`src/rtl/trng_pkg.sv`:
```
// Shared types and constants for the TRNG request scheduler.
// Consumer-side FSM states and the default random word width.
package trng_pkg;

  localparam int TRNG_DATA_W = 8;

  typedef enum logic [1:0] {
    IDLE,
    WARMUP,
    RUN
  } sched_state_e;

endpackage

```
`src/rtl/trng_byte_fifo.sv`:
```
// Synchronous word FIFO with flush; head word is presented combinationally.
// Pointers carry an extra MSB so full and empty are distinguishable.
module trng_byte_fifo #(
  parameter int DATA_W = 8,
  parameter int DEPTH  = 8
) (
  input  logic                     clk,
  input  logic                     rstn,
  input  logic                     push,
  input  logic                     pop,
  input  logic                     flush,
  input  logic [DATA_W-1:0]        wdata,
  output logic [DATA_W-1:0]        rdata,
  output logic [$clog2(DEPTH):0]   level,
  output logic                     full,
  output logic                     empty
);

  localparam int AW = $clog2(DEPTH);

  logic [AW:0]       wr_ptr_q, wr_ptr_d;
  logic [AW:0]       rd_ptr_q, rd_ptr_d;
  logic [DATA_W-1:0] mem_q [DEPTH];

  always_comb begin
    wr_ptr_d = wr_ptr_q;
    rd_ptr_d = rd_ptr_q;
    if (flush) begin
      wr_ptr_d = '0;
      rd_ptr_d = '0;
    end else begin
      if (push) wr_ptr_d = wr_ptr_q + (AW+1)'(1);
      if (pop)  rd_ptr_d = rd_ptr_q + (AW+1)'(1);
    end
  end

  always_ff @(posedge clk or negedge rstn) begin
    if (!rstn) begin
      wr_ptr_q <= '0;
      rd_ptr_q <= '0;
    end else begin
      wr_ptr_q <= wr_ptr_d;
      rd_ptr_q <= rd_ptr_d;
    end
  end

  always_ff @(posedge clk) begin
    if (push && !flush) mem_q[wr_ptr_q[AW-1:0]] <= wdata;
  end

  assign rdata = mem_q[rd_ptr_q[AW-1:0]];
  assign level = wr_ptr_q - rd_ptr_q;
  assign full  = (level == (AW+1)'(DEPTH));
  assign empty = (level == '0);

endmodule

```
`src/rtl/trng_req_scheduler.sv`:
```
// Gates the sampling unit, drops warm-up bytes, buffers good bytes and
// hands them out one per grant under round-robin arbitration.
module trng_req_scheduler
  import trng_pkg::*;
#(
  parameter int DATA_W       = TRNG_DATA_W,
  parameter int NUM_REQ      = 4,
  parameter int DEPTH        = 8,
  parameter int WARMUP_BYTES = 4
) (
  input  logic                   clk,
  input  logic                   rstn,
  input  logic                   enable,
  input  logic [DATA_W-1:0]      rnd_in,
  input  logic                   rnd_valid,
  output logic                   src_run,
  input  logic [NUM_REQ-1:0]     req,
  output logic [NUM_REQ-1:0]     gnt,
  output logic [DATA_W-1:0]      rnd_data,
  output logic                   rnd_data_valid,
  output logic [$clog2(DEPTH):0] fifo_level,
  output logic                   warmup_done,
  output logic                   overflow
);

  localparam int CW = (WARMUP_BYTES > 0) ? $clog2(WARMUP_BYTES+1) : 1;
  localparam int PW = (NUM_REQ > 1) ? $clog2(NUM_REQ) : 1;
  localparam logic [CW-1:0] WARM_MAX = CW'(WARMUP_BYTES);

  sched_state_e      state_q, state_d;
  logic [CW-1:0]     cnt_q, cnt_d;
  logic              ovf_q, ovf_d;
  logic [PW-1:0]     rr_q, rr_d;
  logic [NUM_REQ-1:0] gnt_q, gnt_d;
  logic [DATA_W-1:0] data_q, data_d;
  logic              dv_q, dv_d;

  logic              push, pop, flush, active, found;
  logic [PW-1:0]     idx, pick;
  logic [DATA_W-1:0] f_rdata;
  logic              f_full, f_empty;

  always_comb begin
    state_d = state_q;
    cnt_d   = cnt_q;
    ovf_d   = ovf_q;
    rr_d    = rr_q;
    gnt_d   = '0;
    dv_d    = 1'b0;
    data_d  = data_q;
    push    = 1'b0;
    pop     = 1'b0;
    flush   = 1'b0;
    found   = 1'b0;
    idx     = '0;
    pick    = '0;
    active  = enable && (state_q != IDLE);

    for (int i = 0; i < NUM_REQ; i++) begin
      idx = PW'((int'(rr_q) + i) % NUM_REQ);
      if (!found && req[idx]) begin
        found = 1'b1;
        pick  = idx;
      end
    end

    // Arbitration uses the registered level, so a byte pushed this
    // cycle into an empty FIFO cannot be granted until next cycle.
    if (active && !f_empty && found) begin
      pop         = 1'b1;
      gnt_d[pick] = 1'b1;
      data_d      = f_rdata;
      dv_d        = 1'b1;
      rr_d        = PW'((int'(pick) + 1) % NUM_REQ);
    end

    if (active && state_q == RUN && rnd_valid) begin
      if (!f_full || pop) push  = 1'b1;
      else                ovf_d = 1'b1;
    end

    unique case (state_q)
      IDLE: begin
        if (enable) state_d = (WARMUP_BYTES > 0) ? WARMUP : RUN;
      end
      WARMUP: begin
        if (rnd_valid) begin
          if (cnt_q != WARM_MAX) cnt_d = cnt_q + CW'(1);
          if (cnt_d == WARM_MAX) state_d = RUN;
        end
      end
      RUN: ;
      default: state_d = IDLE;
    endcase

    if (!enable || state_q == IDLE) begin
      flush = 1'b1;
      cnt_d = '0;
      ovf_d = 1'b0;
    end
    if (!enable) state_d = IDLE;
  end

  always_ff @(posedge clk or negedge rstn) begin
    if (!rstn) begin
      state_q <= IDLE;
      cnt_q   <= '0;
      ovf_q   <= 1'b0;
      rr_q    <= '0;
      gnt_q   <= '0;
      data_q  <= '0;
      dv_q    <= 1'b0;
    end else begin
      state_q <= state_d;
      cnt_q   <= cnt_d;
      ovf_q   <= ovf_d;
      rr_q    <= rr_d;
      gnt_q   <= gnt_d;
      data_q  <= data_d;
      dv_q    <= dv_d;
    end
  end

  trng_byte_fifo #(
    .DATA_W (DATA_W),
    .DEPTH  (DEPTH)
  ) u_fifo (
    .clk   (clk),
    .rstn  (rstn),
    .push  (push),
    .pop   (pop),
    .flush (flush),
    .wdata (rnd_in),
    .rdata (f_rdata),
    .level (fifo_level),
    .full  (f_full),
    .empty (f_empty)
  );

  assign src_run        = (state_q != IDLE) && !f_full;
  assign warmup_done    = (state_q == RUN);
  assign overflow       = ovf_q;
  assign gnt            = gnt_q;
  assign rnd_data       = data_q;
  assign rnd_data_valid = dv_q;

endmodule

```
`config.mk`:
```
export PLATFORM = sky130hd
export DESIGN_NAME = trng_req_scheduler
export DESIGN_NICKNAME = d
export VERILOG_FILES = /design/src/rtl/trng_pkg.sv /design/src/rtl/trng_byte_fifo.sv /design/src/rtl/trng_req_scheduler.sv
export SDC_FILE = /design/constraint.sdc
export NUM_CORES = 1
export LEC_CHECK = 0
export BUFFER_PORTS_ARGS = -buffer_cell sky130_fd_sc_hd__buf_4
export CAP_MARGIN = 20
export CELL_PAD_IN_SITES_DETAIL_PLACEMENT = 0
export CELL_PAD_IN_SITES_GLOBAL_PLACEMENT = 1
export CORE_MARGIN = 2
export CORE_UTILIZATION = 53
export CTS_CLUSTER_DIAMETER = 60
export DETAILED_ROUTE_END_ITERATION = 6
export PLACE_DENSITY_LB_ADDON = 0.1
export SYNTH_ARGS = -nofsm -noshare
export SYNTH_HDL_FRONTEND = slang
export SYNTH_HIERARCHICAL = 1
export SYNTH_SLANG_ARGS = --single-unit
export TNS_END_PERCENT = 1
```
`constraint.sdc`:
```
create_clock -name clk -period 9.8 [get_ports clk]
set_input_delay 0.98 -clock clk [delete_from_list [all_inputs] [get_ports clk]]
set_output_delay 0.98 -clock clk [all_outputs]
set_load 0.005 [all_outputs]
```
==> metrics <==
DR iter-0 viols=129; H-tree Lvls=3; CP delay by family, top=simple AND/OR/NAND/NOR gates; Crit-path slowest cell=dfrtp_1; status=finished clean; vias in the first global route=2247; clock latency on the worst-skew pair=360 ps; syn avg cell area=15.2 um2; fraction of final layout cells sized beyond drive strength 1=26.4%; drt wl/cell=17.2 um; Psw=0.151 mW; top post-synthesis cells by area=edfxtp_1, dfrtp_1, mux4_1; PortBufs=35; setup violators final=0; Final Cycle Share=49.4%; die area=8460 um2; Tightest Pin Transition=1050 ps; CP Class=flop to flop; largest net degree at the start of global routing=30; area delta synth->final=12.9%; top cells by count, synth=edfxtp_1, nand2_1, dfrtp_1; top cell type's share of synthesized area=46.9%; Async S/R FF share, synth=31.2%; grt met3 use=3.70%; Fmax achieved=206 MHz; GR Util met2=27.8%; TritonRoute pass-1 iters=4; Critical Path RT=9780 ps; post-route antenna net violation count=0; ANT cells=0; yosys warns=6; post-synth top area cell=edfxtp_1; die width=92.0 um; Worst setup EP type=flop; final net count=337; HP Class=flop to flop; # IOs=36; clk sinks=93; Initial Util=53.9%; root buffer cell=clkbuf_8; WL final=7140 um; Fill cells=610; #FFs+latches synth=93; P_int=0.530 mW; area of the core=7610 um2; CTS Hold Bufs=0; max incr delay on CP=1050 ps; leakage power=1.79 nW; Resized Gates After CTS=0; Max Cap Viol=0; clock slew at reported path FFs=90 ps; first-pass GRT wire length=11700 um; Synth Flop Type=edfxtp_1; worst-path fanout max=20; worst vdd ir=0.000107 V; Post-Syn Area=4100 um2; cell row count=32; total power=0.680 mW; syn nets=297; crit path DAT=4820 ps; crit path time final=4840 ps; DP Wirelength=4790 um; Clock Power Share=35.4%; sequential fraction of the synthesis area=64.6%; pwr dens=147 nW/um2; Cell variety after synth=49; routability cong.=0.712; DR vias/cell=5.34; register-to-register setup slack=4960 ps; CP cell instances=ha_1 > inv_1 > fa_1 > xor2_1 > or3_1 > a21oi_1 > or2_4 > nor2_4 > o21a_1 > or3b_2 > nor3_1; Post-route DRC=0; Post-synth EDFFs=64; most frequent cell after synthesis=edfxtp_1; GRT Max-Usage Layer=met2; maximum clock insertion buffer count=2; RSZ-0062 raised after global routing=false; chip height=92.0 um; clk_skew=11.1 ps; Setup Buffers After CTS=0; CTS tree=built; grt met1 use=27.0%; GRT overflow=0; CP Buf/Inv Count=1; final hold vios=0; sum of negative setup slack=0 ps; initial antenna violation count=0; Comb pwr share=2.7%; Num CTS Buffers=9; Synth Instances=269; sw frac=22.1%; via count=2223; startpoint types=flop; Hold WS=514 ps; register share of total power=61.9%; total global-route track usage=18.6%; relative slew slack=29.9%; Pins Over Slew Limit=0
[placed cells by master (no fill, tap or decap), types with 4 or more instances in the layout]
cell / count
o21ai_0: 4
buf_4: 38
xor2_1: 5
mux2_4: 4
clkbuf_8: 10
mux4_2: 8
dfrtp_1: 29
nor2_1: 18
edfxtp_1: 64
mux4_1: 8
nor3_1: 4
inv_1: 11
and2_2: 4
ha_1: 11
nor2b_1: 4
nand2_1: 35
mux2_2: 6
[state kept, by name, indices dropped and copies added, names as in the netlist]
register and cells:
u_fifo/mem_q 64, u_fifo/rd_ptr_q 4, rnd_data_valid 1, u_fifo/wr_ptr_q 4, rnd_data 8, rr_q 2, cnt_q 3, state_q 2
overflow 1, gnt 4
[kinds of logic (layout without fill, tap and decap cells)]
family,after synthesis,count (layout),share of synthesized area (%)
DFF,93,93,64.6
and+or+nand+nor,88,88,10.8
muxes,28,28,13.1
buffers and inverters,22,67,2.90
AOI/OAI and AO/OA,18,18,3.08
adders and majority gates,12,12,3.84
xor gates and xnor gates,8,8,1.71
[layout make-up]
class | instances | area [um2] | share of cell area, %
sequential | 93 | 2650 | 57.2
multi-input combinational | 154 | 1340 | 28.8
inverter | 12 | 45.0 | 0.973
clock inverter | 5 | 43.8 | 0.946
tap | 102 | 128 | 2.76
clock buffer | 11 | 141 | 3.05
timing repair buffer | 39 | 290 | 6.27
[path summary, 6_finish.rpt]
kind	startpoint	endpoint	depth (start not counted)
max	u_fifo/rd_ptr_q[0]	u_fifo/mem_q[0][5]	11
min reg2reg	rnd_data[5]	rnd_data[5]	1
max reg2reg	u_fifo/rd_ptr_q[0]	u_fifo/mem_q[0][5]	11
min	rnd_data[5]	rnd_data[5]	1
max in group asynchronous	rstn	u_fifo/wr_ptr_q[3]	1
min in group asynchronous	rstn	rnd_data[2]	1
[power groups by stage]
stage,logic [mW],clock network [mW],registers (mW)
after floorplan,0.00521,0,0.430
after global placement,0.0184,0,0.430
after detailed placement,0.0188,0,0.430
after CTS,0.0189,0.249,0.421
after global routing,0.0210,0.265,0.422
final,0.0183,0.241,0.421
[through the flow]
step	util (%)	instance area (um2)	instances	worst slack, ps
finish	60.9	4630	416	4960
global route	60.9	4630	416	4570
CTS	60.8	4630	415	4860
detailed placement	58.4	4440	399	4870
global placement	58.3	4430	398	4960
floorplan	-	4100	269	5910
[per-layer routing]
layer | wire, um | vias to the layer above
li1 | - | 1066
met1 | 3300 | 1089
met2 | 3390 | 61
met3 | 362 | 7
met4 | 86 | 0
met5 | 0 | -
No activity file was read; power rests on OpenSTA's default activity.
